### src/rtl/input_cond_pkg.sv
// rtl/input_cond_pkg.sv - shared debounce state encoding and tick polarity constants
package input_cond_pkg;

  localparam logic [1:0] ST_ZERO  = 2'b00;
  localparam logic [1:0] ST_WAIT1 = 2'b01;
  localparam logic [1:0] ST_ONE   = 2'b10;
  localparam logic [1:0] ST_WAIT0 = 2'b11;

  // Downstream control FSMs test ticks against these rather than literals.
  localparam logic TICK_ON  = 1'b1;
  localparam logic TICK_OFF = 1'b0;

  typedef struct packed {
    logic level;
    logic rise;
    logic fall;
  } ch_out_t;

endpackage

### src/rtl/debounce_channel.sv
// rtl/debounce_channel.sv - one channel: 2-FF synchroniser, debounce FSM, timer, registered outputs
module debounce_channel
  import input_cond_pkg::*;
#(
  parameter int DB_CYCLES = 20,
  parameter int CNT_W     = $clog2(DB_CYCLES + 1)
) (
  input  logic clk,
  input  logic reset,
  input  logic raw_in,
  output logic level,
  output logic rise_tick,
  output logic fall_tick,
  output logic tick_next
);

  localparam logic [CNT_W-1:0] T_LAST = CNT_W'(DB_CYCLES - 1);

  logic             s1, s;
  logic [1:0]       state, state_nxt;
  logic [CNT_W-1:0] t, t_nxt;
  ch_out_t          q, q_nxt;

  always_comb begin
    state_nxt = state;
    t_nxt     = t;
    q_nxt     = '{level: q.level, rise: TICK_OFF, fall: TICK_OFF};
    case (state)
      ST_ZERO: begin
        if (s) begin
          state_nxt = ST_WAIT1;
          t_nxt     = '0;
        end
      end
      ST_WAIT1: begin
        if (!s) begin
          state_nxt = ST_ZERO;
          t_nxt     = '0;
        end else if (t == T_LAST) begin
          state_nxt   = ST_ONE;
          t_nxt       = '0;
          q_nxt.level = 1'b1;
          q_nxt.rise  = TICK_ON;
        end else begin
          t_nxt = t + 1'b1;
        end
      end
      ST_ONE: begin
        if (!s) begin
          state_nxt = ST_WAIT0;
          t_nxt     = '0;
        end
      end
      ST_WAIT0: begin
        if (s) begin
          state_nxt = ST_ONE;
          t_nxt     = '0;
        end else if (t == T_LAST) begin
          state_nxt   = ST_ZERO;
          t_nxt       = '0;
          q_nxt.level = 1'b0;
          q_nxt.fall  = TICK_ON;
        end else begin
          t_nxt = t + 1'b1;
        end
      end
    endcase
  end

  // Exposed so the top can register any_tick on the same edge as the ticks.
  assign tick_next = q_nxt.rise | q_nxt.fall;

  always_ff @(posedge clk) begin
    if (reset) begin
      s1    <= 1'b0;
      s     <= 1'b0;
      state <= ST_ZERO;
      t     <= '0;
      q     <= '{level: 1'b0, rise: TICK_OFF, fall: TICK_OFF};
    end else begin
      s1    <= raw_in;
      s     <= s1;
      state <= state_nxt;
      t     <= t_nxt;
      q     <= q_nxt;
    end
  end

  assign level     = q.level;
  assign rise_tick = q.rise;
  assign fall_tick = q.fall;

endmodule

### src/rtl/input_conditioner.sv
// rtl/input_conditioner.sv - N_CH debounced inputs with rise/fall ticks and a combined any_tick
module input_conditioner
  import input_cond_pkg::*;
#(
  parameter int N_CH      = 4,
  parameter int DB_CYCLES = 20
) (
  input  logic            clk,
  input  logic            reset,
  input  logic [N_CH-1:0] raw_in,
  output logic [N_CH-1:0] level,
  output logic [N_CH-1:0] rise_tick,
  output logic [N_CH-1:0] fall_tick,
  output logic            any_tick
);

  localparam int CNT_W = $clog2(DB_CYCLES + 1);

  logic [N_CH-1:0] tick_next;

  genvar ch;
  generate
    for (ch = 0; ch < N_CH; ch++) begin : g_ch
      debounce_channel #(
        .DB_CYCLES(DB_CYCLES),
        .CNT_W    (CNT_W)
      ) u_ch (
        .clk      (clk),
        .reset    (reset),
        .raw_in   (raw_in[ch]),
        .level    (level[ch]),
        .rise_tick(rise_tick[ch]),
        .fall_tick(fall_tick[ch]),
        .tick_next(tick_next[ch])
      );
    end
  endgenerate

  always_ff @(posedge clk) begin
    if (reset) any_tick <= TICK_OFF;
    else       any_tick <= |tick_next;
  end

endmodule
### config.mk
export PLATFORM = sky130hd
export DESIGN_NAME = input_conditioner
export DESIGN_NICKNAME = d
export VERILOG_FILES = /design/src/rtl/input_cond_pkg.sv /design/src/rtl/debounce_channel.sv /design/src/rtl/input_conditioner.sv
export SDC_FILE = /design/constraint.sdc
export NUM_CORES = 1
export LEC_CHECK = 0
export BUFFER_PORTS_ARGS = -buffer_cell sky130_fd_sc_hd__buf_2
export CAP_MARGIN = 0
export CORE_MARGIN = 2
export CORE_UTILIZATION = 45
export CTS_CLUSTER_DIAMETER = 120
export DETAILED_ROUTE_END_ITERATION = 6
export RECOVER_POWER = 50
export SLEW_MARGIN = 20
export SYNTH_ARGS = -nofsm -noshare
export SYNTH_HDL_FRONTEND = slang
export SYNTH_SLANG_ARGS = --single-unit
### constraint.sdc
create_clock -name clk -period 3 [get_ports clk]
set_input_delay 0.45 -clock clk [delete_from_list [all_inputs] [get_ports clk]]
set_output_delay 0.45 -clock clk [all_outputs]
set_load 0.005 [all_outputs]
==> impl_metrics.py, run 1 <==
metrics = {
    "final_layout": {
        "layout-drive-gt1-share_pct": 11.02,
        "final_cell_mix": "49 x dfxtp_1, 22 x a21oi_1, 19 x nand2_1, 17 x nand3_1, 15 x nor2b_1",
        "final_nets": 263,
        "antenna_cells": 0,
        "synthToLayoutAreaGrowth_pct": 6.487,
        "design_area_mm2": 0.002382,
        "layout_commonest_cell": "dfxtp_1",
    },
    "timing": {
        "finalSetupViolations": 0,
        "max_freq_mhz": 500.7,
        "relSlewSlack_pct": 9.596,
        "fin_worst_skew_ns": 0.01014,
        "worstMarginPinSlew_ns": 1.356,
        "fin_hold_ws_ns": 0.3525,
        "layout_setup_ws_ns": 1.003,
        "rsz0062_at_grt": "false",
        "finalHoldViolCount": 0,
        "slew_violations": 0,
        "period_share_pct": 66.58,
        "finalSetupTns_ns": 0,
        "period_needed_ns": 1.997,
    },
    "place": {
        "dp_slack_ns": 1.418,
        "place_area_mm2": 0.002280,
        "port_buffers": 18,
        "dp_hpwl_um": 2626,
        "place_congestion": 0.7192,
    },
    "die": {
        "die_h_um": 74.51,
        "io_pins": 19,
        "rows": 25,
        "initial_utilization_pct": 47.05,
        "die_w_um": 74.51,
        "die_area_mm2": 0.005552,
        "core_area_mm2": 0.004755,
    },
    "setup_path": {
        "cp.required_ns": 3.15,
        "cp.arrival_ns": 2.15,
        "crit_fanout": 32,
        "cp-end-kind": "flip-flop",
        "worstPathCellList": "clkbuf_1, clkbuf_1, nor4b_1",
        "cp-start-kind": "primary input",
        "max_stage_delay_ns": 0.97,
        "crit_type": "in -> reg",
        "worst_path_max_delay_cell": "clkbuf_1",
        "path_common_cell": "clkbuf_1",
    },
    "clocking": {
        "cts_resized": 0,
        "cts_setup_buffers": 0,
        "clock_sinks": 49,
        "cts_root_buffer": "clkbuf_8",
        "cts_buffers": 5,
        "cts.path.max_buffers": 2,
        "clk_pin_slew_ns": 0.09,
        "htree_num_levels": 2,
        "insertion_delay_ns": 0.30,
        "ctsHoldBuffers": 0,
        "cts_tree": "done",
    },
    "grt": {
        "antenna_found_initial": 0,
        "grt_usage_pct": 15.48,
        "grt_pass1_vias": 1459,
        "overflow": 0,
        "grt_max_degree": 33,
        "grt_pass1_wl_um": 6589,
    },
    "pwr": {
        "power_mw": 1.205,
        "vdd_drop_max_uv": 295.4,
        "power_density_mw_per_mm2": 505.7,
        "leakage_nw": 0.8239,
    },
    "logic_synthesis": {
        "ys_warn_count": 0,
        "async_flop_share_pct": 0,
        "ys_seq_area_share_pct": 43.85,
        "synthXorXnorAreaFrac_pct": 3.859,
        "synth-compound-area-share_pct": 14.04,
        "synth_top_area_share_pct": 43.85,
        "ys_ff_latch": 49,
        "avgSynthCellArea_um2": 8.913,
        "ys_types": 41,
        "ys.flop_type": "dfxtp_1",
        "yosys.area_share.simple_pct": 27.29,
        "synth_top_family_by_area": "simple AND/OR/NAND/NOR gates",
        "syn_nets": 261,
        "synthAdderAreaFrac_pct": 2.237,
        "yosys-top-cells-area": "dfxtp_1 44%, a21oi_1 4.9%, nor2b_1 4.2%",
        "synth_mux_area_share_pct": 1.342,
        "synth_top_cell_by_area": "dfxtp_1",
        "synth_edf_count": 0,
        "synthesis.instances": 251,
        "syn-cell-area_mm2": 0.002237,
    },
    "route": {
        "dr.first_iter.drc_count": 71,
        "drtPass1Iterations": 4,
        "wl_per_cell_um": 12.28,
        "vias": 1693,
        "drc": 0,
        "ant_nets": 0,
        "routed_wl_um": 3941,
        "viasPerCell": 5.274,
    },
    "status": {
        "status": "completed",
    },
    "worst_hold_path": {
        "min_path_type": "in -> reg",
    },
    "run": {
        "maxCapViolCount": 0,
    },
}
[path summary, 6_finish.rpt]
check / startpoint / to / slack [ns] / cells after the start
worst min register to register: g_ch[2].u_ch.s1 / g_ch[2].u_ch.s / 0.44 / 1
worst min-delay path: raw_in[3] / g_ch[3].u_ch.s1 / 0.35 / 2
worst max register to register: g_ch[1].u_ch.s / g_ch[1].u_ch.t[3] / 1.39 / 4
worst max-delay path: reset / g_ch[2].u_ch.rise_tick / 1.00 / 3
[metal layers]
metal / track usage (%) / part of all wire (%) / routed length (µm) / vias to the layer above
li1: - / - / - / 874
met1: 20.62 / 50 / 1987 / 786
met2: 23.50 / 44 / 1732 / 26
met3: 4.472 / 3.8 / 150 / 7
met4: 6.548 / 1.8 / 70 / 0
met5: 0 / 0 / 0 / -
[registers in the layout, summed over array words and instances, names as in the netlist, named ones only]
name                 flops
g_ch.u_ch.s1             4
any_tick                 1
g_ch.u_ch.state          4
g_ch.u_ch.level          4
g_ch.u_ch.fall_tick      4
g_ch.u_ch.rise_tick      4
g_ch.u_ch.s              4
g_ch.u_ch.t             20
[worst max-delay path, delay by kind of cell]
kind          cells  cell delay [ns]
simple gates      1             0.12
buf+inv           2             1.58
[per-stage QoR]
| step | instances | utilization, % |
|---|---|---|
| final | 321 | 50.11 |
| after global routing | 321 | 50.11 |
| after CTS | 321 | 50.39 |
| after detailed placement | 313 | 47.95 |
| after global placement | 313 | 47.95 |
| after floorplan | 251 | - |
[cell families after synthesis]
kind of cell | after synthesis
xor gates and xnor gates | 9
DFF | 49
buffers and inverters | 31
and+or+nand+nor | 102
AOI/OAI and AO/OA | 53
adders and majority gates | 4
muxes | 3
[power breakdown]
| part | switching, mW | internal [mW] |
|---|---|---|
| Sequential | 0.0117 | 0.662 |
| Clock | 0.212 | 0.272 |
| Combinational | 0.0270 | 0.0201 |
| Total | 0.251 | 0.954 |
[synth_stat cells, drive strengths merged, types with 4 or more instances]
cell type,instances
a21oi,22
a31oi,4
and4bb,4
buf,15
clkbuf,9
dfxtp,49
ha,4
inv,7
nand2,20
nand3,17
nand3b,9
nor2,10
nor2b,15
nor4b,9
o21ai,11
xnor2,6
[area by class of cell]
| class | count | area, µm² |
|---|---|---|
| Sequential cell | 49 | 980.9 |
| Fill cell | 473 | 2372 |
| Tap cell | 67 | 83.83 |
| Clock buffer | 7 | 86.33 |
| Clock inverter | 1 | 30.03 |
| Inverter | 7 | 26.28 |
| Timing Repair Buffer | 19 | 83.83 |
| Multi-Input combinational cell | 171 | 1091 |
Power figures use the tool's default switching activity.
==> run 2, diff against run 1 <==
--- a/config.mk
+++ b/config.mk
@@ -5,12 +5,14 @@
 export SDC_FILE = /design/constraint.sdc
 export NUM_CORES = 1
 export LEC_CHECK = 0
+export ABC_AREA = 1
 export BUFFER_PORTS_ARGS = -buffer_cell sky130_fd_sc_hd__buf_2
 export CAP_MARGIN = 0
 export CORE_MARGIN = 2
 export CORE_UTILIZATION = 45
 export CTS_CLUSTER_DIAMETER = 120
 export DETAILED_ROUTE_END_ITERATION = 6
+export PLACE_DENSITY = 0.65
 export RECOVER_POWER = 50
 export SLEW_MARGIN = 20
 export SYNTH_ARGS = -nofsm -noshare
==> constraint.sdc (replaced) <==
create_clock -name clk -period 1.65 [get_ports clk]
set_input_delay 0.2475 -clock clk [delete_from_list [all_inputs] [get_ports clk]]
set_output_delay 0.2475 -clock clk [all_outputs]
set_load 0.005 [all_outputs]
==> impl_metrics.py, run 2 <==
metrics = {
    "status": {
        "status": "completed",
    },
    "setup_path": {
        "cp-end-kind": "flip-flop",
        "crit_fanout": 5,
        "cp.arrival_ns": 1.51,
        "cp-start-kind": "flip-flop",
        "reg2reg_from": "g_ch[3].u_ch.t[1]",
        "crit_type": "reg -> reg",
        "worst-r2r-setup-slack_ns": 0.33,
        "cp.required_ns": 1.85,
        "reg2regPathDepth": 6,
        "startpoint": "g_ch[3].u_ch.t[1]",
    },
    "pwr": {
        "p_seq_share_pct": 54.7,
        "leakage_nw": 1.055,
        "switchingPower_uw": 498.8,
        "p_int_mw": 1.729,
        "sw_frac_of_total_pct": 22.39,
        "pwr-share-clk_pct": 40.5,
        "vdd_drop_max_uv": 432.8,
        "power_density_mw_per_mm2": 921.9,
        "p_comb_share_pct": 4.7,
    },
    "final_layout": {
        "antenna_cells": 0,
        "synthToLayoutAreaGrowth_pct": 6.216,
        "largest_reg_flops": 20,
        "postLayoutCoreUtil_pct": 50.48,
        "layout_commonest_cell": "nand2_1",
        "layout-drive-gt1-share_pct": 15.24,
        "final_cell_mix": "73 x nand2_1, 49 x dfxtp_1, 37 x inv_1, 29 x nor2_1, 21 x nand3_1",
        "largest_register": "g_ch.u_ch.t",
        "final_nets": 324,
    },
    "clocking": {
        "cts_buffers": 5,
        "ctsHoldBuffers": 0,
        "insertion_delay_ns": 0.31,
        "cts_setup_buffers": 0,
        "clock_sinks": 49,
        "clk_pin_slew_ns": 0.09,
        "cts_tree": "done",
        "htree_num_levels": 2,
        "cts_root_buffer": "clkbuf_8",
        "cts_resized": 0,
        "cts.path.max_buffers": 2,
    },
    "grt": {
        "overflow": 0,
        "grt_pass1_wl_um": 6713,
        "grt_pass1_vias": 1615,
        "antenna_found_initial": 0,
        "grt_usage_pct": 15.66,
        "grt_max_degree": 32,
    },
    "timing": {
        "finalSetupViolations": 0,
        "period_share_pct": 79.79,
        "finalHoldViolCount": 0,
        "finalSetupTns_ns": 0,
        "slew_violations": 0,
        "fin_worst_skew_ns": 0.008745,
        "rsz0062_at_grt": "false",
        "max_freq_mhz": 759.6,
        "relSlewSlack_pct": 57.20,
        "period_needed_ns": 1.317,
        "worstMarginPinSlew_ns": 0.6420,
    },
    "route": {
        "vias": 1772,
        "wl_per_cell_um": 10.12,
        "viasPerCell": 4.639,
        "drc": 0,
        "ant_nets": 0,
        "dr.first_iter.drc_count": 71,
        "drtPass1Iterations": 5,
        "routed_wl_um": 3865,
    },
    "place": {
        "place_congestion": 0.8439,
        "dp_hpwl_um": 2705,
        "port_buffers": 18,
    },
    "logic_synthesis": {
        "async_flop_share_pct": 0,
        "ys_ff_latch": 49,
        "yosys-top-cells-area": "dfxtp_1 43%, nand2_1 12%, inv_1 6.1%",
        "syn-cell-area_mm2": 0.002275,
        "synth_most_common_cell": "nand2_1",
        "synthTopCellsByCount": "72 x nand2_1, 49 x dfxtp_1, 37 x inv_1",
        "synthesis.instances": 305,
        "synth_top_area_share_pct": 43.12,
        "ys_seq_area_share_pct": 43.12,
        "ys_warn_count": 0,
        "synth_top_cell_by_area": "dfxtp_1",
        "ys_types": 29,
        "syn_nets": 315,
        "avgSynthCellArea_um2": 7.458,
        "synth_edf_count": 0,
        "ys.flop_type": "dfxtp_1",
    },
    "die": {
        "die_w_um": 75.10,
        "rows": 25,
        "io_pins": 19,
        "core_area_mm2": 0.004786,
        "die_area_mm2": 0.005639,
        "initial_utilization_pct": 47.53,
        "die_h_um": 75.10,
    },
    "worst_hold_path": {
        "hold_depth": 3,
        "min_path_type": "in -> reg",
    },
    "run": {
        "maxCapViolCount": 0,
    },
}
## run 2: cell count changes after synthesis, moves of 6 or more
cell | before | now
clkbuf_1 | 9 | 3
inv_1 | 7 | 37
nand2_1 | 19 | 72
nand2_2 | 1 | 8
nand3b_1 | 9 | 0
nor2_1 | 10 | 26
nor2_2 | 0 | 8
nor2b_1 | 15 | 0
nor4b_1 | 9 | 0
## run 2: layout make-up
type,count,area [µm²]
clock buffer,6,82.58
clock inverter,2,37.54
fill,487,2370
inverter,41,155.1
multi-input combinational,196,974.7
sequential,49,980.9
tap,67,83.83
timing repair buffer,21,101.3
## run 2: worst max-delay path, cell delays in order (launching register included)
cell and delay, ns:
dfxtp_1 0.36, ha_1 0.21, nand2_1 0.08, nor2_2 0.19, nand2_1 0.15, o21ai_0 0.17
a21oi_1 0.05
## run 2: kinds of logic after synthesis
kind of cell	count (synthesis)	share of synthesized area (%)
buf+inv	60	12.98
simple gates	156	32.84
fa+ha+maj	4	2.200
flops	49	43.12
xor+xnor	3	1.155
compound gates	33	7.701
## run 2: through the flow
step	area (µm²)	hold slack, ns	std cells	setup slack, ns	total power [mW]
3_3_place_gp	2331	0.3899	374	0.4157	1.364
4_1_cts	2451	0.1304	382	0.3400	2.271
6_report	2416	0.1393	382	0.3334	2.227
3_5_place_dp	2331	0.3950	374	0.3660	1.365
2_1_floorplan	2275	0.3545	305	0.4661	1.336
5_1_grt	2416	0.1402	382	0.1971	2.322
## run 2: how the worst min path moves through the flow
stage / start / to / slack (ns)
4_1_cts: raw_in[3] / g_ch[3].u_ch.s1 / 0.13
5_1_grt: raw_in[1] / g_ch[1].u_ch.s1 / 0.14
6_report: raw_in[3] / g_ch[3].u_ch.s1 / 0.14
3_5_place_dp: g_ch[0].u_ch.s1 / g_ch[0].u_ch.s / 0.40
2_1_floorplan: raw_in[0] / g_ch[0].u_ch.s1 / 0.35
3_3_place_gp: g_ch[0].u_ch.s1 / g_ch[0].u_ch.s / 0.39
## run 2: power groups by stage
stage / registers (mW) / clock network (mW) / logic (mW)
after floorplan: 1.24 / 0 / 0.0970
after global placement: 1.25 / 0 / 0.116
after detailed placement: 1.25 / 0 / 0.116
after CTS: 1.22 / 0.934 / 0.117
after global routing: 1.22 / 0.977 / 0.123
final: 1.22 / 0.902 / 0.106
## run 2: routing by layer
layer	share of wire [%]	vias to the layer above	global-route usage (%)
met5	0	-	0
met4	1.1	0	7.738
met3	2.3	4	2.811
met2	47	18	26.02
met1	49	791	19.50
li1	-	959	-
